**config.mk**
```make
export PLATFORM = sky130hd
export DESIGN_NAME = i2c_target_regfile
export DESIGN_NICKNAME = d
export VERILOG_FILES = /design/src/rtl/i2c_target_regfile.sv
export SDC_FILE = /design/constraint.sdc
export NUM_CORES = 1
export LEC_CHECK = 0
export ABC_AREA = 1
export CORE_MARGIN = 10
export CORE_UTILIZATION = 33
export CTS_CLUSTER_DIAMETER = 30
export DETAILED_ROUTE_END_ITERATION = 16
export DONT_BUFFER_PORTS = 1
export PLACE_DENSITY = 0.49
export SYNTH_ARGS = -nofsm -noshare
export SYNTH_HDL_FRONTEND = slang
export SYNTH_SLANG_ARGS = --single-unit
```
**constraint.sdc**
```tcl
create_clock -name aclk -period 2.6 [get_ports aclk]
set_clock_uncertainty 0.05 [all_clocks]
set_input_delay 0.26 -clock aclk [delete_from_list [all_inputs] [get_ports aclk]]
set_output_delay 0.26 -clock aclk [all_outputs]
set_load 0.01 [all_outputs]
```
**src/rtl/i2c_target_regfile.sv**
```systemverilog
// i2c_target_regfile: I2C target responder backed by a small 8-bit register file.
// SCL/SDA are synchronized and glitch-filtered in the aclk domain; SDA is driven
// open-drain through an external IOBUF (sda_o fixed 0, sda_t selects pull-low).
// Ports:
//   aclk, aresetn      fabric clock, synchronous active-low reset
//   scl_i, sda_i       asynchronous pad inputs
//   sda_o, sda_t       SDA pad drive value / tristate (1 = released)
//   loc_addr/loc_rdata local read port, 1-cycle registered latency
//   wr_strobe/addr/data one-cycle notification of each byte written by the master
//   busy               high from an accepted START until STOP
module i2c_target_regfile #(
  parameter logic [6:0]  DEV_ADDR = 7'h50,
  parameter int unsigned NUM_REGS = 16,
  parameter int unsigned FILT_CYC = 3
) (
  input  logic                        aclk,
  input  logic                        aresetn,
  input  logic                        scl_i,
  input  logic                        sda_i,
  output logic                        sda_o,
  output logic                        sda_t,
  input  logic [$clog2(NUM_REGS)-1:0] loc_addr,
  output logic [7:0]                  loc_rdata,
  output logic                        wr_strobe,
  output logic [$clog2(NUM_REGS)-1:0] wr_addr,
  output logic [7:0]                  wr_data,
  output logic                        busy
);

  localparam int unsigned AW = $clog2(NUM_REGS);
  localparam int unsigned CW = $clog2(FILT_CYC) + 1;

  typedef enum logic [3:0] {
    IDLE, ADDR, ADDR_ACK, PTR, PTR_ACK, WDATA, WDATA_ACK, RDATA, RDATA_ACK, IGNORE
  } state_e;

  // Index 0 = SCL, index 1 = SDA. Bus idles high, so conditioning resets to 1.
  logic [1:0]    s1_q, s2_q, f_q, fp_q;
  logic [CW-1:0] cnt_q [2];

  // 2-FF synchronizer followed by a stability filter: a new level is accepted
  // only after it has been seen for FILT_CYC consecutive cycles.
  always_ff @(posedge aclk) begin
    if (!aresetn) begin
      s1_q <= 2'b11;
      s2_q <= 2'b11;
      f_q  <= 2'b11;
      fp_q <= 2'b11;
      for (int i = 0; i < 2; i++) cnt_q[i] <= '0;
    end else begin
      s1_q <= {sda_i, scl_i};
      s2_q <= s1_q;
      fp_q <= f_q;
      for (int i = 0; i < 2; i++) begin
        if (s2_q[i] == f_q[i]) begin
          cnt_q[i] <= '0;
        end else if (cnt_q[i] == CW'(FILT_CYC - 1)) begin
          f_q[i]   <= s2_q[i];
          cnt_q[i] <= '0;
        end else begin
          cnt_q[i] <= cnt_q[i] + CW'(1);
        end
      end
    end
  end

  logic       scl_f, sda_f, scl_rise_c, scl_fall_c, start_c, stop_c, last_bit_c;
  logic [7:0] byte_c;

  assign scl_f      = f_q[0];
  assign sda_f      = f_q[1];
  assign scl_rise_c = scl_f & ~fp_q[0];
  assign scl_fall_c = ~scl_f & fp_q[0];
  // SCL must be high both before and after the SDA edge, so SDA moves during SCL low never qualify.
  assign start_c    = scl_f & fp_q[0] & fp_q[1] & ~sda_f;
  assign stop_c     = scl_f & fp_q[0] & ~fp_q[1] & sda_f;

  state_e         state_q;
  logic [2:0]     bit_cnt_q;
  logic [7:0]     shift_q;
  logic [1:0]     ph_q;     // phase within an ACK slot
  logic           rw_q;
  logic [AW-1:0]  ptr_q;
  logic [7:0]     regs_q [NUM_REGS];

  assign byte_c     = {shift_q[6:0], sda_f};
  assign last_bit_c = (bit_cnt_q == 3'd7);
  assign sda_o      = 1'b0;

  // Protocol FSM, register file and registered outputs.
  always_ff @(posedge aclk) begin
    if (!aresetn) begin
      state_q   <= IDLE;
      bit_cnt_q <= '0;
      shift_q   <= '0;
      ph_q      <= '0;
      rw_q      <= 1'b0;
      ptr_q     <= '0;
      sda_t     <= 1'b1;
      busy      <= 1'b0;
      wr_strobe <= 1'b0;
      wr_addr   <= '0;
      wr_data   <= '0;
      loc_rdata <= '0;
      for (int unsigned i = 0; i < NUM_REGS; i++) regs_q[AW'(i)] <= '0;
    end else begin
      wr_strobe <= 1'b0;
      loc_rdata <= regs_q[loc_addr];
      if (start_c) begin
        // Also covers repeated START; the pointer is kept on purpose.
        state_q   <= ADDR;
        bit_cnt_q <= '0;
        sda_t     <= 1'b1;
        busy      <= 1'b1;
      end else if (stop_c) begin
        state_q <= IDLE;
        sda_t   <= 1'b1;
        busy    <= 1'b0;
      end else begin
        case (state_q)
          ADDR, PTR, WDATA: begin
            if (scl_rise_c) begin
              shift_q   <= byte_c;
              bit_cnt_q <= bit_cnt_q + 3'd1;
              if (last_bit_c) begin
                ph_q <= 2'd0;
                case (state_q)
                  ADDR: begin
                    rw_q    <= sda_f;
                    state_q <= (shift_q[6:0] == DEV_ADDR) ? ADDR_ACK : IGNORE;
                  end
                  PTR: begin
                    ptr_q   <= AW'(byte_c);
                    state_q <= PTR_ACK;
                  end
                  default: begin
                    regs_q[ptr_q] <= byte_c;
                    wr_strobe     <= 1'b1;
                    wr_addr       <= ptr_q;
                    wr_data       <= byte_c;
                    ptr_q         <= ptr_q + AW'(1);
                    state_q       <= WDATA_ACK;
                  end
                endcase
              end
            end
          end
          // First SCL fall pulls SDA low for the ACK clock, second fall ends it.
          ADDR_ACK, PTR_ACK, WDATA_ACK: begin
            if (scl_fall_c) begin
              if (ph_q == 2'd0) begin
                sda_t <= 1'b0;
                ph_q  <= 2'd1;
              end else begin
                bit_cnt_q <= '0;
                if (state_q == ADDR_ACK && rw_q) begin
                  sda_t   <= regs_q[ptr_q][7];
                  shift_q <= {regs_q[ptr_q][6:0], 1'b0};
                  state_q <= RDATA;
                end else begin
                  sda_t   <= 1'b1;
                  state_q <= (state_q == ADDR_ACK) ? PTR : WDATA;
                end
              end
            end
          end
          // shift_q[7] always holds the next bit to present after an SCL fall.
          RDATA: begin
            if (scl_rise_c) begin
              bit_cnt_q <= bit_cnt_q + 3'd1;
              if (last_bit_c) begin
                state_q <= RDATA_ACK;
                ph_q    <= 2'd0;
              end
            end
            if (scl_fall_c) begin
              sda_t   <= shift_q[7];
              shift_q <= {shift_q[6:0], 1'b0};
            end
          end
          RDATA_ACK: begin
            if (scl_fall_c && ph_q == 2'd0) begin
              sda_t <= 1'b1;
              ph_q  <= 2'd1;
            end else if (scl_rise_c && ph_q == 2'd1) begin
              ptr_q <= ptr_q + AW'(1);
              if (sda_f) state_q <= IGNORE;
              else       ph_q    <= 2'd2;
            end else if (scl_fall_c && ph_q == 2'd2) begin
              sda_t     <= regs_q[ptr_q][7];
              shift_q   <= {regs_q[ptr_q][6:0], 1'b0};
              bit_cnt_q <= '0;
              state_q   <= RDATA;
            end
          end
          default: ;
        endcase
      end
    end
  end

endmodule

```
==> metrics.md, run 1 <==
| Metric | Value |
|---|---|
| Rows | 63 |
| Mapped Avg Cell Area | ~8 sq um |
| First-pass GRT wire length | around 50 mm |
| Fin crit share | around 88% |
| Synth Area in XOR/XNOR | less than 1% |
| Initial Util | 33.61% |
| Max IR drop VDD | ~0.00050 V |
| Max layer used | met4 |
| Setup TNS | 0 ns |
| Slew HR | 27.44% |
| Post-synth EDFFs | between 100 and 150 |
| Routed len/inst | around 20 um |
| Worst EP required | 2.66 ns |
| Post-synthesis compound-gate area fraction | 10.31% |
| Synth Area in Simple Gates | a little under a third |
| Share of layout cells above drive strength 1 | roughly 7.7% |
| Largest family of logic cells by synthesized area | simple AND/OR/NAND/NOR gates |
| CTS Sinks | about 190 |
| Count of final setup violators | 0 |
| Met2 WL | 14.66 mm |
| Ys async rst share | 0% |
| GP Congestion | 0.8890 |
| Max-slew violation count | 0 |
| Synth area leader | edfxtp_1 |
| CTS clock-pin slew for the worst setup and hold paths | ~0.07 ns |
| Cts repair resizes | 0 |
| Hold buffers post-CTS | 4 |
| Max-Cap Viols | 0 |
| Hold crit path type | in -> reg |
| Post-CTS Setup Inserts | 0 |
| Yosys cell types | 33 |
| Final WL | 32.97 mm |
| Root Driver | clkbuf_16 |
| Seq/Total Area, Yosys | 51.57% |
| CTS tree | yes |
| Critical path's largest stage delay | 0.36 ns |
| Most used DFF post-synth | edfxtp_1 |
| Power density over the cells | 877.0 mW/mm^2 |
| Vias per inst | a little over 5 |
| Crit-path leading delay family | simple AND/OR/NAND/NOR gates |
| Crit path time final | around 2.3 ns |
| Unrepaired setup endpoints after global routing | no |
| Vert. Die Dim | roughly 190 um |
| Vias in the first global route | 7918 |
| Bufs and invs on worst path | 0 |
| IO buf count | 0 |
| Post-synthesis adder-cell area fraction | 1.249% |
| CP Cell Sequence | ha_1, ha_1, nand2_1, nor3_4, nand2_4, nor2_8, nand2_4, nand2_1 |
| Htree depth | 4 |
| Longest Clk Path Bufs | 2 |
| Proportion of synthesized area in mux cells | 0% |
| Largest net degree at the start of global routing | between 60 and 70 |
| Synthesis Warnings | 0 |
| Drc violations | 0 |
| Leakage power | approximately 4.6 nW |
| WL met1 | roughly 15 mm |
| Top-area cell type share of the netlist area | 40.18% |
| Skew-Pair Late Insertion Delay | approximately 0.44 ns |
| Post-DRT Antenna Nets | 0 |
| Status | complete, no violations |
| CTS Buf Count | 17 |
| Largest fanout on the critical path | 9 |
| Synth-to-layout area growth | 10.64% |
| Critical path class | reg -> reg |
| Fmax | approximately 440 MHz |
| Die width | about 190 um |
| Initial antenna violation count | 0 |
| ANT cells | 0 |
| Slowest-stage cell, CP | dfxtp_1 |
| CP arrival | between 2 and 2.5 ns |
| GR Overflow Total | 0 |
| Top-level port count | 32 |
| Die area | approximately 0.038 sq mm |
| HPWL after DPL | 22.04 mm |
| Core area | slightly below 0.03 sq mm |
| Hold WS | a little under 0.03 ns |
| Drt first pass iters | 5 |
| Post-Synthesis Cells | 1255 |
| Crit end category | flip-flop |
| Syn Std Cell Area | 0.01001 sq mm |
| Slew at the pin closest to its max-slew limit | between 1 and 1.5 ns |
| Final hold vios | 0 |
| Synth top area cells | edfxtp_1, dfxtp_1, nand2_1 |
| Filler cells | 3033 |
| Total track usage | 17.17% |
| Met3 Wirelength | 2.239 mm |
| Nets | around 1300 |
| Vias | about 8500 |
| #FFs+latches synth | 191 |
| Element type at the critical path start | flip-flop |
| Initial drt markers | just under 1000 |
placed cells by master, fill, tap and decap left out, drive strengths merged:
cell type	count
clkinvlp	1
clkinv	14
o221ai	8
a21oi	51
xnor2	2
dlygate4sd3	4
edfxtp	134
nor2	280
inv	71
a311oi	1
conb	7
nand2	305
buf	24
and2	2
nand3	120
or2	7
dfxtp	57
bufinv	1
nand3b	1
ha	10
o21ai	102
clkbuf	17
o211ai	24
nand4	2
o21a	1
nor3	4
xor2	2
sequential cells by signal, indices dropped and copies added (netlist names), 3 cells and up, named ones only:
register	count
bit_cnt_q	3
cnt_q	6
loc_rdata	8
ptr_q	4
regs_q	128
shift_q	8
state_q	4
wr_addr	4
wr_data	8
worst paths after layout:
check / from / to / slack [ns] / cells past startpoint
setup / recovery: bit_cnt_q[0]$_SDFFE_PP0P_ / regs_q[15][4]$_SDFFCE_PN0P_ / 0.31 / 8
hold / removal: loc_addr[3] / loc_rdata[5]$_SDFF_PN0_ / 0.03 / 2
setup reg to reg: bit_cnt_q[0]$_SDFFE_PP0P_ / regs_q[15][4]$_SDFFCE_PN0P_ / 0.31 / 8
hold reg to reg: s1_q[0]$_SDFF_PN1_ / s2_q[0]$_SDFF_PN1_ / 0.37 / 1
metrics by stage:
stage / utilization (%) / power [mW] / setup slack, ns / std cells / instance area (sq um)
floorplan: - / 5.977 / 0.5289 / 1260 / 10030
global placement: 35.12 / 7.146 / 0.3863 / 1606 / 10470
detailed placement: 35.12 / 7.124 / 0.3174 / 1606 / 10470
CTS: 37.19 / 9.751 / 0.2983 / 1642 / 11080
global route: 37.19 / 10.28 / 0.1478 / 1642 / 11080
finish: 37.19 / 9.718 / 0.3125 / 1642 / 11080
logic make-up after synthesis:
kind of cell | Yosys count
buf+inv | 140
simple gates | 721
other cells | 2
flops | 191
xor+xnor | 4
fa+ha+maj | 10
compound gates | 187
area by class of cell:
class / instances / area [sq um] / share of cell area, %
clock inverters: 15 / 150.1 / 1.355
inverters: 72 / 270.3 / 2.439
clock buffers: 17 / 425.4 / 3.839
repair buffers: 28 / 245.2 / 2.213
well taps: 390 / 488.0 / 4.404
flip-flops and latches: 191 / 5166 / 46.62
multi-input cells: 929 / 4335 / 39.13
synthesized netlist by cell type (all sizes together), types with 2 or more instances:
cell type and number:
xor2 2, nand4 2, or2 7, and2 2
dfxtp 57, nor3 4, edfxtp 134, xnor2 2
inv 61, clkinv 11, o221ai 8, nand2 305
a21oi 51, o21ai 102, ha 10, nor2 280
nand3 120, o211ai 24, buf 10, clkbuf 58
conb 2
per-layer routing:
layer / global-route usage [%] / vias to the layer above
li1: - / 4124
met1: 23.91 / 4061
met2: 26.01 / 306
met3: 3.268 / 36
met4: 5.849 / 0
met5: 0 / -
worst reg2reg max path, cell delays in order (launching register included):
cell     delay, ns
dfxtp_1       0.36
ha_1          0.16
ha_1          0.14
nand2_1       0.12
nor3_4        0.24
nand2_4       0.18
nor2_8        0.28
nand2_4       0.13
nand2_1       0.30
power by group:
group	internal [mW]	total (mW)	switching [mW]
registers	3.47	3.68	0.210
clock network	1.36	2.61	1.25
logic	0.934	3.43	2.49
total	5.77	9.72	3.95
No activity file was read; power rests on OpenSTA's default activity.
==> inputs of run 2 (changes only) <==
--- a/config.mk
+++ b/config.mk
@@ -6,12 +6,14 @@
 export NUM_CORES = 1
 export LEC_CHECK = 0
 export ABC_AREA = 1
+export CORE_ASPECT_RATIO = 2
 export CORE_MARGIN = 10
 export CORE_UTILIZATION = 33
 export CTS_CLUSTER_DIAMETER = 30
 export DETAILED_ROUTE_END_ITERATION = 16
 export DONT_BUFFER_PORTS = 1
 export PLACE_DENSITY = 0.49
+export SLEW_MARGIN = 20
 export SYNTH_ARGS = -nofsm -noshare
 export SYNTH_HDL_FRONTEND = slang
 export SYNTH_SLANG_ARGS = --single-unit
==> run 2 against run 1 <==
  * Clock power fell by 5%
  * Critical endpoint is now regs_q[8][7]$_SDFFCE_PN0P_
  * Core utilization shrank 0.48 points
  * Largest power group unchanged
  * Combinational power increased by 4%
  * Final area shrank 0.41%
  * Register-to-register slack barely moved
  * Global-route usage increased by 2.2 points
==> metrics.md, run 2 (synthesized netlist as in run 1, its figures left out) <==
| Metric | Value |
|---|---|
| Vias in the first global route | 8550 (was 7918) |
| Nets | 1259 (was 1257) |
| CTS Sinks | 191 (unchanged) |
| Drc violations | 0 (unchanged) |
| Die width | 143.2 um (was 194.2 um) |
| FF-to-FF End | regs_q[8][7]$_SDFFCE_PN0P_ (was regs_q[15][4]$_SDFFCE_PN0P_) |
| Initial Util | 33.31% (was 33.61%) |
| Setup TNS | 0 ns (unchanged) |
| Routed len/inst | 22.18 um (was 20.08 um) |
| Count of final setup violators | 0 (unchanged) |
| GR Overflow Total | 0 (unchanged) |
| Design area | 0.01104 sq mm (was 0.01108 sq mm) |
| First-pass GRT wire length | 53.61 mm (was 49.67 mm) |
| Core area | 0.03007 sq mm (was 0.02980 sq mm) |
| Worst r2r path cells | 8 (unchanged) |
| Hold Path End | loc_rdata[2]$_SDFF_PN0_ (was loc_rdata[5]$_SDFF_PN0_) |
| Unrepaired setup endpoints after global routing | no (unchanged) |
| Final WL | 35.98 mm (was 32.97 mm) |
| Max reg flops | 128 (unchanged) |
| GP Congestion | 0.9341 (was 0.8890) |
| CP arrival | 2.35 ns (about the same) |
| Placed cell area | 0.01045 sq mm (was 0.01047 sq mm) |
| Post-DRT Antenna Nets | 0 (unchanged) |
| Leakage power | 4.569 nW (was 4.586 nW) |
| Skew-Pair Late Insertion Delay | 0.46 ns (was 0.44 ns) |
| Max-slew violation count | 0 (unchanged) |
| HPWL after DPL | 26.02 mm (was 22.04 mm) |
| Drt first pass iters | 5 (unchanged) |
| Die area | 0.03814 sq mm (was 0.03772 sq mm) |
| Status | complete, no violations (unchanged) |
| Reg2Reg Setup Slack | 0.32 ns (was 0.31 ns) |
| Top-level port count | 32 (unchanged) |
| Power density over the cells | 883.9 mW/mm^2 (was 877.0 mW/mm^2) |
| Initial antenna violation count | 0 (unchanged) |
| Vias per inst | 5.264 (was 5.193) |
| Max IR drop VDD | 0.0005940 V (was 0.0004974 V) |
| Commonest non-fill, non-tap cells in the layout | nand2_1, nor2_1, edfxtp_1 (unchanged) |
| Slew HR | 51.09% (was 27.44%) |
| Largest fanout on the critical path | 9 (unchanged) |
| Crit end category | flip-flop (unchanged) |
| Fin crit share | 87.82% (was 87.98%) |
| Largest net degree at the start of global routing | 68 (unchanged) |
| Vert. Die Dim | 266.4 um (was 194.2 um) |
| Element type at the critical path start | flip-flop (unchanged) |
| Synth-to-layout area growth | 10.20% (was 10.64%) |
| Hold crit path type | in -> reg (unchanged) |
| Largest Register | regs_q (unchanged) |
| Hold Crit Depth | 2 (unchanged) |
| Slew at the pin closest to its max-slew limit | 0.7305 ns (was 1.085 ns) |
| Vias | 8538 (was 8527) |
| ANT cells | 0 (unchanged) |
| IO buf count | 0 (unchanged) |
| Cts repair resizes | 0 (unchanged) |
| Fmax | 437.9 MHz (was 437.2 MHz) |
| Filler cells | 3085 (was 3033) |
| CTS clock-pin slew for the worst setup and hold paths | 0.07 ns (about the same) |
| HP Start | loc_addr[3] (unchanged) |
| Max-Cap Viols | 0 (unchanged) |
| Longest Clk Path Bufs | 2 (unchanged) |
| Critical path class | reg -> reg (unchanged) |
| Htree depth | 4 (unchanged) |
| Total track usage | 19.40% (was 17.17%) |
| Root Driver | clkbuf_16 (unchanged) |
| Share of layout cells above drive strength 1 | 7.735% (was 7.668%) |
| Final hold vios | 0 (unchanged) |
| Crit path time final | 2.283 ns (was 2.287 ns) |
| CTS Buf Count | 17 (unchanged) |
| Reg-to-Reg Start | f_q[0]$_SDFFE_PN1N_ (was bit_cnt_q[0]$_SDFFE_PP0P_) |
| CTS tree | yes (unchanged) |
| Worst EP required | 2.67 ns (was 2.66 ns) |
| Commonest non-fill, non-tap cell in the layout | nand2_1 (unchanged) |
| Initial drt markers | 647 (was 976) |
| Rows | 90 (was 63) |
==> run 2: layer usage <==
metal	up-vias	wire length [um]	GRT usage [%]
met5	-	0	0
met4	0	2190	11.90
met3	96	1503	3.212
met2	276	20380	37.70
met1	4045	11900	17.92
li1	4121	-	-
==> run 2: power by group <==
part	switching [mW]	internal, mW	total [mW]
Sequential	0.233	3.47	3.71
Combinational	2.61	0.956	3.57
Clock	1.16	1.32	2.48
Total	4.01	5.75	9.75
==> run 2: final cells by class <==
type / instances / area (sq um) / area share [%]
clock buffer: 19 / 432.9 / 3.923
clock inverter: 13 / 115.1 / 1.043
inverter: 72 / 270.3 / 2.449
multi-input combinational: 929 / 4335 / 39.29
sequential: 191 / 5166 / 46.81
tap: 368 / 460.4 / 4.172
timing repair buffer: 30 / 255.2 / 2.313
==> run 2: worst max path at each step <==
stage | to | start | slack [ns] | cells after the start
floorplan | regs_q[10][0]$_SDFFCE_PN0P_ | bit_cnt_q[0]$_SDFFE_PP0P_ | 0.53 | 8
global placement | regs_q[8][5]$_SDFFCE_PN0P_ | f_q[0]$_SDFFE_PN1N_ | 0.33 | 8
detailed placement | regs_q[8][1]$_SDFFCE_PN0P_ | f_q[0]$_SDFFE_PN1N_ | 0.30 | 8
CTS | regs_q[8][7]$_SDFFCE_PN0P_ | f_q[0]$_SDFFE_PN1N_ | 0.30 | 8
global route | regs_q[8][7]$_SDFFCE_PN0P_ | f_q[0]$_SDFFE_PN1N_ | 0.15 | 8
finish | regs_q[8][7]$_SDFFCE_PN0P_ | f_q[0]$_SDFFE_PN1N_ | 0.32 | 8
==> run 2: per-stage QoR <==
| step | hold slack, ns | total power [mW] | util (%) | setup WS (ns) | std cells |
|---|---|---|---|---|---|
| CTS | 0.02028 | 9.776 | 36.72 | 0.2954 | 1622 |
| floorplan | 0.3166 | 5.977 | - | 0.5289 | 1260 |
| detailed placement | 0.3062 | 7.295 | 34.76 | 0.3019 | 1586 |
| finish | 0.03607 | 9.755 | 36.70 | 0.3166 | 1622 |
| global route | 0.007807 | 10.29 | 36.70 | 0.1504 | 1622 |
| global placement | 0.3056 | 7.302 | 34.76 | 0.3299 | 1586 |
==> run 2: worst max-delay path, cell delays in order (launching register included) <==
cell and delay [ns]:
dfxtp_1 0.40, inv_2 0.08, nor2_2 0.15, nand2_1 0.15, nor3_4 0.23, nand2_4 0.18
nor2_8 0.27, nand2_4 0.14, nand2_1 0.28
==> run 2: what timing repair did <==
item	CTS	global route
buffers inserted	0	0
hold buffers	4	0
hold endpoints to repair	41	0
